File: src/rtl/serial_deser_5bit.sv
// Serial-to-parallel frame receiver: start bit 1, DATA_W data bits MSB first, optional even parity, stop bit 0.
// Define SERIAL_DESER_PARITY_EN to compile in the parity bit and the par_err check.
module serial_deser_5bit #(
   parameter int DATA_W = 5
) (
   input  logic              clk,
   input  logic              rst,
   input  logic              sin,
   input  logic              sin_en,
   output logic [DATA_W-1:0] dout,
   output logic              dout_valid,
   input  logic              dout_ready,
   output logic              busy,
   output logic              frame_err,
   output logic              overrun,
   output logic              par_err
);

   localparam int CNT_W = $clog2(DATA_W + 1);

`ifdef SERIAL_DESER_PARITY_EN
   typedef enum logic [1:0] {IDLE, DATA, PARITY, STOP} state_t;
`else
   typedef enum logic [1:0] {IDLE, DATA, STOP} state_t;
`endif

   state_t             state, state_nx;
   logic [CNT_W-1:0]   cnt;
   logic [DATA_W-1:0]  shreg;
   logic               last_bit;
   logic               stop_edge;
   logic               par_bad;
   logic               good;
   logic               load;

   assign last_bit = (cnt == CNT_W'(DATA_W - 1));

   // NOTE: reset is synchronous, so it appears only inside the clocked branch, never in the sensitivity list.
   always_ff @(posedge clk) begin
      if (rst) state <= IDLE;
      else     state <= state_nx;
   end

   // NOTE: next-state is defaulted to the current state first so no path through the case leaves it unassigned (no latch).
   always_comb begin
      state_nx = state;
      if (sin_en) begin
         case (state)
            IDLE:    if (sin) state_nx = DATA;
            DATA:    if (last_bit) begin
`ifdef SERIAL_DESER_PARITY_EN
               state_nx = PARITY;
`else
               state_nx = STOP;
`endif
            end
`ifdef SERIAL_DESER_PARITY_EN
            PARITY:  state_nx = STOP;
`endif
            STOP:    state_nx = IDLE;
            default: state_nx = IDLE;
         endcase
      end
   end

`ifdef SERIAL_DESER_PARITY_EN
   logic par_bit;
`endif

   always_comb begin
      busy      = (state != IDLE);
      stop_edge = sin_en && (state == STOP);
`ifdef SERIAL_DESER_PARITY_EN
      par_bad   = ^{shreg, par_bit};
`else
      par_bad   = 1'b0;
`endif
      // A bad stop bit takes precedence over a parity mismatch.
      good      = stop_edge && !sin && !par_bad;
      load      = good && (!dout_valid || dout_ready);
   end

   // NOTE: all state below uses non-blocking assignments so every register samples pre-edge values.
   always_ff @(posedge clk) begin
      if (rst) begin
         cnt        <= '0;
         shreg      <= '0;
         dout       <= '0;
         dout_valid <= 1'b0;
         frame_err  <= 1'b0;
         overrun    <= 1'b0;
      end else begin
         if (sin_en && state == IDLE && sin) cnt <= '0;
         if (sin_en && state == DATA) begin
            shreg <= {shreg[DATA_W-2:0], sin};
            cnt   <= cnt + CNT_W'(1);
         end
         frame_err <= stop_edge && sin;
         if (load) begin
            dout       <= shreg;
            dout_valid <= 1'b1;
         end else if (dout_valid && dout_ready) begin
            dout_valid <= 1'b0;
         end
         if (good && dout_valid && !dout_ready) overrun <= 1'b1;
      end
   end

`ifdef SERIAL_DESER_PARITY_EN
   always_ff @(posedge clk) begin
      if (rst) begin
         par_bit <= 1'b0;
         par_err <= 1'b0;
      end else begin
         if (sin_en && state == PARITY) par_bit <= sin;
         par_err <= stop_edge && !sin && par_bad;
      end
   end
`else
   assign par_err = 1'b0;
`endif

endmodule

File: config.mk
export PLATFORM = sky130hd
export DESIGN_NAME = serial_deser_5bit
export DESIGN_NICKNAME = d
export VERILOG_FILES = /design/src/rtl/serial_deser_5bit.sv
export SDC_FILE = /design/constraint.sdc
export NUM_CORES = 1
export LEC_CHECK = 0
export ABC_CLOCK_PERIOD_IN_PS = 1200
export BUFFER_PORTS_ARGS = -buffer_cell sky130_fd_sc_hd__buf_4
export CAP_MARGIN = 20
export CORE_UTILIZATION = 45
export CTS_CLUSTER_DIAMETER = 80
export DETAILED_ROUTE_END_ITERATION = 10
export PLACE_DENSITY = 0.76
export SYNTH_ARGS = -nofsm -noshare
export SYNTH_HDL_FRONTEND = slang
export SYNTH_SLANG_ARGS = --single-unit
File: constraint.sdc
create_clock -name clk -period 1.2 [get_ports clk]
set_input_delay 0.06 -clock clk [delete_from_list [all_inputs] [get_ports clk]]
set_output_delay 0.06 -clock clk [all_outputs]
set_load 0.05 [all_outputs]
# After elaboration in Yosys (flattened, before gate mapping)
# Index checks and enable logic that the tools add are counted.
op_classes:
  add_sub_neg: 1
  eq_ne: 5
  muxes: 7
  reduce_logical: 19
op_table:
  columns: ["operator", "count"]
  rows:
  - ["$logic_and 1x1->1", 10]
  - ["$mux 3", 2]
  - ["$reduce_bool 2->1", 3]
  - ["$mux 2", 2]
  - ["$ne 2x2->1 const B", 2]
  - ["$pmux 2 s2", 1]
  - ["$add 3x1->3 const B", 1]
  - ["$eq 3x3->1 const B", 1]
  - ["$logic_not 1->1", 3]
  - ["$reduce_and 3->1", 1]
  - ["$eq 2x1->1 const B", 1]
  - ["$eq 2x2->1 const B", 1]
  - ["$logic_not 2->1", 1]
  - ["$mux 1", 2]
  - ["$logic_or 1x1->1", 1]
totals:
  elab_cells: 39
  regBits: 18
  in_bits: 5
  output_inout_bits: 10

# Depth between registers and ports, before layout
# Gate-level depths: netlist of the first run.
depth:
  depth_word: 5
  depth_mapped: 5
  depth_no_buf: 5

# Worst setup path after synthesis of the first run
# No wires, ideal clock.
synth_timing:
  kind: "reg2reg"
  startpoint: "reg dout_valid"
  endpoint: "reg dout[0]"
  path_buffers: 0
  synth_period_minus_slack_ns: 1.293
  path_stages_with_launch: 4
  slack_ns: -0.093
  arrival_time_ns: 1.221
  required_time_ns: 1.128
  path_cell_list: "dfxtp_1 > nor2b_1 > nor4_4 > mux2i_1"
synth_via:
  elab_chain_cells: 3
synth_rtl:
  columns: ["element", "line_no", "source"]
  rows:
  - ["start, declared", "11", "output logic dout_valid,"]
  - ["start signal, assigned", "89", "dout_valid <= 1'b0;"]
  - ["start signal, assigned", "101", "dout_valid <= 1'b1;"]
  - ["start signal, assigned", "103", "dout_valid <= 1'b0;"]
  - ["$logic_not 1->1", "80", "load = good && (!dout_valid || dout_ready);"]
  - ["$logic_or 1x1->1", "80", null]
  - ["$logic_and 1x1->1", "80", null]
  - ["end signal, assigned", "100", "dout <= shreg;"]
  - ["end, declared", "10", "output logic [DATA_W-1:0] dout,"]
# Every way passes these cells.
# A chain may end at the register's enable or synchronous reset.

# Final worst setup path of the first run
layout_timing:
  startpoint: "reg state[1]"
  endpoint: "reg dout[1]"
layout_via:
  elab_chain_cells: 4
layout_rtl:
  columns: ["element", "line_no", "source"]
  rows:
  - ["start, declared", "27", "state_t state, state_nx;"]
  - ["start signal, assigned", "41", "else state <= state_nx;"]
  - ["$eq 2x2->1", "72", "stop_edge = sin_en && (state == STOP);"]
  - ["$logic_and 1x1->1", "72", null]
  - ["$logic_and 1x1->1", "79", "good = stop_edge && !sin && !par_bad;"]
  - ["$logic_and 1x1->1", "80", null]
# Every way passes these cells.

==> results of run 1 <==
-- what timing repair did --
item / CTS / global route
cloned: 0 / 0
resized for setup: 5 / 8
endpoints found under the hold margin: 0 / 0
buffers inserted: 1 / 0
pin swaps: 1 / 1
endpoints found under the setup margin: 4 / 3
-- per-stage QoR --
step | worst slack [ps] | area [µm²] | hold slack (ps)
after floorplan | -34.4 | 813 | 196
after global placement | 58.2 | 911 | 351
after detailed placement | -34.8 | 911 | 353
after CTS | 6.96 | 967 | 29.8
after global routing | 6.67 | 988 | 43.0
final | 53.8 | 988 | 36.1
-- worst min-delay path by stage --
stage	start	end	slack [ps]
4_1_cts	sin	shreg[0]$_SDFFE_PP0P_	30
2_1_floorplan	sin	shreg[0]$_SDFFE_PP0P_	200
3_3_place_gp	sin	shreg[0]$_SDFFE_PP0P_	350
3_5_place_dp	sin	shreg[0]$_SDFFE_PP0P_	350
5_1_grt	sin	shreg[0]$_SDFFE_PP0P_	40
6_report	sin	shreg[0]$_SDFFE_PP0P_	40
-- critical path: stages, from the launching register on --
cell and delay (ps):
dfxtp_2 380, nand2_2 80, nor4_4 220, buf_6 170, mux2i_2 220
-- flip-flops by register name, indices dropped and copies added, names as in the netlist --
signal and flops:
overrun 1, shreg 5, frame_err 1, dout_valid 1, cnt 3, state 2
dout 5
-- layout make-up --
cell class | count | area (µm²)
Sequential cell | 18 | 372
Multi-Input combinational cell | 62 | 422
Timing Repair Buffer | 16 | 131
Inverter | 2 | 7.51
Tap cell | 16 | 20.0
Fill cell | 139 | 588
Clock buffer | 4 | 36.3
-- power groups by stage --
stage | sequential, W | combinational, W | clock (W)
after detailed placement | 0.000622 | 0.0000775 | 0
after global placement | 0.000621 | 0.0000752 | 0
final | 0.000607 | 0.0000909 | 0.000366
after global routing | 0.000608 | 0.0000980 | 0.000415
after CTS | 0.000606 | 0.0000842 | 0.000382
after floorplan | 0.000616 | 0.0000661 | 0
-- layer usage --
metal  share of wire  vias up  global-route usage
li1                -      319                   -
met1            0.44      292               0.205
met2            0.50       12               0.297
met3           0.044        2              0.0735
met4          0.0089        0              0.0364
met5               0        -                   0
-- placed cells by master, fill, tap and decap left out, types with 2 or more instances in the layout --
cell type  netlist  final
nand2b_1        12     12
dfxtp_4          0      2
buf_4            3     14
dfxtp_2          0      3
mux2i_1          5      4
clkbuf_4         0      3
dfxtp_1         18     13
inv_1            2      2
nand2_1         12     12
a21oi_1          9      8
nand3b_1         2      2
nor2_1           4      3
o21ai_0          2      2
-- kinds of logic (layout without fill, tap and decap cells) --
group | count (synthesis) | count (layout) | share of synthesized area
AOI/OAI and AO/OA | 15 | 15 | 0.109
adders and majority gates | 2 | 2 | 0.0312
buffers and inverters | 8 | 22 | 0.0530
DFF | 18 | 18 | 0.449
muxes | 6 | 6 | 0.0764
other | 1 | 1 | 0.00468
and+or+nand+nor | 38 | 38 | 0.276
==> impl_metrics.env, run 1 <==
export IMPL_outcome="completed"
export IMPL_finalNonFillerCells=118
export IMPL_grt_use_total=0.174
export IMPL_synth_area_leader_cell="dfxtp_1"
export IMPL_worst_ep_required_time_ps=1420
export IMPL_net_switching_power_w=0.000243
export IMPL_clkPwrFrac=0.344
export IMPL_dp_hpwl_um=1090
export IMPL_total_power_w=0.00106
export IMPL_antenna_found_initial=0
export IMPL_grt_pass1_vias=566
export IMPL_areaGrowthSynthToFinish_pct=23.2
export IMPL_p_seq_frac=0.570
export IMPL_drt_pass1_iterations=6
export IMPL_hold_depth=3
export IMPL_wl_um=1580
export IMPL_yosysMostFrequentCell="dfxtp_1"
export IMPL_rr_startpoint="state[1]$_SDFFE_PP0P_"
export IMPL_fin_setup_tns_ps=0
export IMPL_root_buffer="clkbuf_4"
export IMPL_clockBufferDepth=2
export IMPL_num_io_pins=15
export IMPL_overflow=0
export IMPL_wl_per_cell_um=13.4
export IMPL_rsz0062_at_grt="no"
export IMPL_hold_class="in2reg"
export IMPL_synth_edf_count=0
export IMPL_netSwitchingFraction=0.229
export IMPL_nNetsFinal=110
export IMPL_ys_seq_elements=18
export IMPL_die_w_um=44.2
export IMPL_ant_nets=0
export IMPL_hold_viol=0
export IMPL_synthFlopType="dfxtp_1"
export IMPL_final_setup_viol_count=0
export IMPL_p_leak_nw=0.357
export IMPL_worstRegToRegCells=4
export IMPL_cts_tree="done"
export IMPL_antennaDiodeCount=0
export IMPL_die_area_mm2=0.00195
export IMPL_ir_drop_uv=831
export IMPL_fin_crit_ps=1150
export IMPL_finalMaxSlewViolations=0
export IMPL_rrSetupSlack_ps=50
export IMPL_synth_fp_nets=95
export IMPL_place_congestion=0.825
export IMPL_coreArea_mm2=0.00158
export IMPL_synth_commonest_cells="dfxtp_1, nand2_1, nand2b_1, a21oi_1, mux2i_1"
export IMPL_ys_warn_count=0
export IMPL_start_kind="register"
export IMPL_fp_dieH_um=44.2
export IMPL_synth_cells=88
export IMPL_grt_max_degree=24
export IMPL_syn_avg_cell_area_um2=9.11
export IMPL_dr_total_vias=625
export IMPL_ys_seq_area_frac=0.449
export IMPL_crit_end="dout[1]$_SDFFE_PP0P_"
export IMPL_utilization=0.627
export IMPL_cts_htree_levels=1
export IMPL_cap_violations=0
export IMPL_fmax_mhz=872
export IMPL_path_class="reg2reg"
export IMPL_first_iter_violations=24
export IMPL_hold_buffers=0
export IMPL_via_per_inst=5.30
export IMPL_fin_crit_sh=0.955
export IMPL_layout_drive_gt1_share=0.343
export IMPL_synth_cell_types=26
export IMPL_insertion_delay_ps=300
export IMPL_clock_sinks=18
export IMPL_initial_core_util=0.509
export IMPL_dp_cells=113
export IMPL_synth_top_area_frac=0.449
export IMPL_intPower_w=0.000820
export IMPL_worstPathArrival_ps=1360
export IMPL_rr_endpoint="dout[1]$_SDFFE_PP0P_"
export IMPL_rows=14
export IMPL_clkSlewWorstSetupHoldPaths_ps=100
export IMPL_async_reset_ff_frac=0
export IMPL_p_per_area_mw_per_mm2=1080
export IMPL_grt_pass1_wl_um=2460
export IMPL_fin_skew_ps=4.40
export IMPL_worst_path_max_fanout=6
export IMPL_drc=0
export IMPL_critPathCaptureType="register"
export IMPL_synth_area_leaders="dfxtp_1, nand2b_1, mux2i_1"
export IMPL_cts_inserted_buffers=3
export IMPL_crit_path_start="state[1]$_SDFFE_PP0P_"
export IMPL_port_buffers=13
export IMPL_netlist_area_um2=802
export IMPL_p_comb_frac=0.085
Note: power is estimated with default switching activity, not from simulation.
==> run 2: changes to the inputs <==
CORE_MARGIN = 3   (was default)
==> run 2 against run 1 <==
  * Global-route usage shrank 4.4 points
  * Sequential power barely moved
  * Setup slack lost 50 ps
  * Die area is 19% higher
  * Final area up 0.63%
  * Final cell count grew 7.6%
  * Critical path depth is 1 lower
  * Register-to-register slack about the same
  * Clock-buffer cell count unchanged
==> impl_metrics.env, run 2 (same netlist as run 1, synthesis figures left out) <==
export IMPL_outcome="completed"
export IMPL_cap_violations=0
export IMPL_rows=14
export IMPL_crit_chain="buf_6 > or2_4 > buf_8"
export IMPL_netSwitchingFraction=0.238
export IMPL_total_power_w=0.000998
export IMPL_first_iter_violations=8
export IMPL_coreArea_mm2=0.00159
export IMPL_rsz0062_at_grt="yes"
export IMPL_intPower_w=0.000761
export IMPL_via_per_inst=4.87
export IMPL_rr_endpoint="dout[2]$_SDFFE_PP0P_"
export IMPL_num_io_pins=15
export IMPL_p_comb_frac=0.085
export IMPL_layout_common_cells="dfxtp_1, buf_4, nand2_1"
export IMPL_fin_skew_ps=12.5
export IMPL_hold_class="in2reg"
export IMPL_utilization=0.624
export IMPL_p_per_area_mw_per_mm2=1000
export IMPL_worstPathArrival_ps=1140
export IMPL_dr_total_vias=619
export IMPL_fin_crit_ps=1200
export IMPL_finalMaxSlewViolations=0
export IMPL_slowest_delay_ps=360
export IMPL_worstRegToRegCells=4
export IMPL_dp_hpwl_um=1000
export IMPL_critPathCaptureType="output pin"
export IMPL_grt_max_degree=24
export IMPL_min_from="sin"
export IMPL_antennaDiodeCount=0
export IMPL_areaGrowthSynthToFinish_pct=24.0
export IMPL_p_leak_nw=0.358
export IMPL_drc=0
export IMPL_insertion_delay_ps=290
export IMPL_overflow=0
export IMPL_place_congestion=0.804
export IMPL_grt_use_total=0.130
export IMPL_wl_um=1430
export IMPL_fin_setup_tns_ps=0
export IMPL_die_area_mm2=0.00232
export IMPL_antenna_found_initial=0
export IMPL_final_setup_viol_count=0
export IMPL_cts_inserted_buffers=3
export IMPL_root_buffer="clkbuf_4"
export IMPL_fmax_mhz=836
export IMPL_layout_drive_gt1_share=0.301
export IMPL_hold_viol=0
export IMPL_design_area_um2=995
export IMPL_path_class="reg2out"
export IMPL_grt_pass1_wl_um=2130
export IMPL_ir_drop_uv=584
export IMPL_worst_ep_required_time_ps=1140
export IMPL_initial_core_util=0.503
export IMPL_cts_htree_levels=1
export IMPL_p_seq_frac=0.608
export IMPL_rrSetupSlack_ps=40
export IMPL_clkPwrFrac=0.308
export IMPL_postPlaceCellArea_um2=921
export IMPL_n_fill_cell=134
export IMPL_rr_startpoint="dout_valid$_SDFFE_PP0P_"
export IMPL_min_to="shreg[0]$_SDFFE_PP0P_"
export IMPL_start_kind="register"
export IMPL_ant_nets=0
export IMPL_cts_tree="done"
export IMPL_grt_pass1_vias=533
export IMPL_largest_registers="dout x5, shreg x5, cnt x3"
export IMPL_net_switching_power_w=0.000238
export IMPL_clockBufferDepth=2
export IMPL_fp_dieH_um=48.2
export IMPL_wl_per_cell_um=11.3
export IMPL_crit_family="flip-flops"
export IMPL_nNetsFinal=111
export IMPL_fin_crit_sh=0.997
export IMPL_port_buffers=13
export IMPL_mostFrequentLayoutCell="dfxtp_1"
export IMPL_drt_pass1_iterations=4
export IMPL_worst_path_max_fanout=3
export IMPL_hold_depth=3
export IMPL_path_buf_inv=2
export IMPL_clkSlewWorstSetupHoldPaths_ps=110
export IMPL_die_w_um=48.2
export IMPL_crit_slowest_cell="dfxtp_4"
export IMPL_clock_sinks=18
export IMPL_whs_ps=45.9
==> run 2: cell count changes in the layout (fill, tap and decap cells not counted), sizes merged <==
cell,delta
buf,+1
==> run 2: worst max-delay path by stage <==
stage                                       start                    end  slack (ps)  depth (start not counted)
after floorplan           dout_valid$_SDFFE_PP0P_   dout[0]$_SDFFE_PP0P_         -30                          3
final                       state[1]$_SDFFE_PP0P_                   busy           4                          3
after global placement      state[0]$_SDFFE_PP0P_  state[0]$_SDFFE_PP0P_          50                          3
after global routing        state[1]$_SDFFE_PP0P_                   busy         -30                          3
after detailed placement    state[0]$_SDFFE_PP0P_  state[0]$_SDFFE_PP0P_         -20                          3
after CTS                   state[1]$_SDFFE_PP0P_                   busy          -6                          3
==> run 2: metrics by stage <==
stage	cells	setup slack, ps
floorplan	88	-34.4
global placement	121	47.1
detailed placement	121	-15.0
CTS	126	-6.26
global route	127	-33.4
finish	127	3.70
==> run 2: final cells by class <==
| type | count | area [µm²] | area share |
|---|---|---|---|
| Timing Repair Buffer | 17 | 143 | 0.143 |
| Sequential cell | 18 | 369 | 0.371 |
| Clock buffer | 4 | 26.3 | 0.0264 |
| Multi-Input combinational cell | 62 | 419 | 0.421 |
| Inverter | 2 | 7.51 | 0.00755 |
| Tap cell | 24 | 30.0 | 0.0302 |
==> run 2: power by group through the flow <==
stage	clock network (W)	logic (W)	registers (W)
floorplan	0	0.0000661	0.000616
global placement	0	0.0000755	0.000621
detailed placement	0	0.0000774	0.000622
CTS	0.000318	0.0000825	0.000606
global route	0.000342	0.0000919	0.000608
finish	0.000307	0.0000845	0.000607
==> run 2: worst reg2reg max path, delay by kind of cell, from the launching register on <==
kind	cells	cell delay (ps)
DFF	1	350
muxes	1	180
buffers and inverters	1	160
and+or+nand+nor	2	380
==> run 2: timing repair <==
action	in CTS	in global routing
gates cloned	0	0
pin swaps	1	2
gates resized for setup	8	2
buffers inserted	1	1
endpoints found under the setup margin	4	10
hold buffers	0	0
==> run 2: layer usage <==
metal	part of all wire	GRT usage	wire [µm]
met3	0.027	0.0258	39
met4	0.022	0.0914	31
met5	0	0	0
met1	0.47	0.156	679
met2	0.48	0.206	681
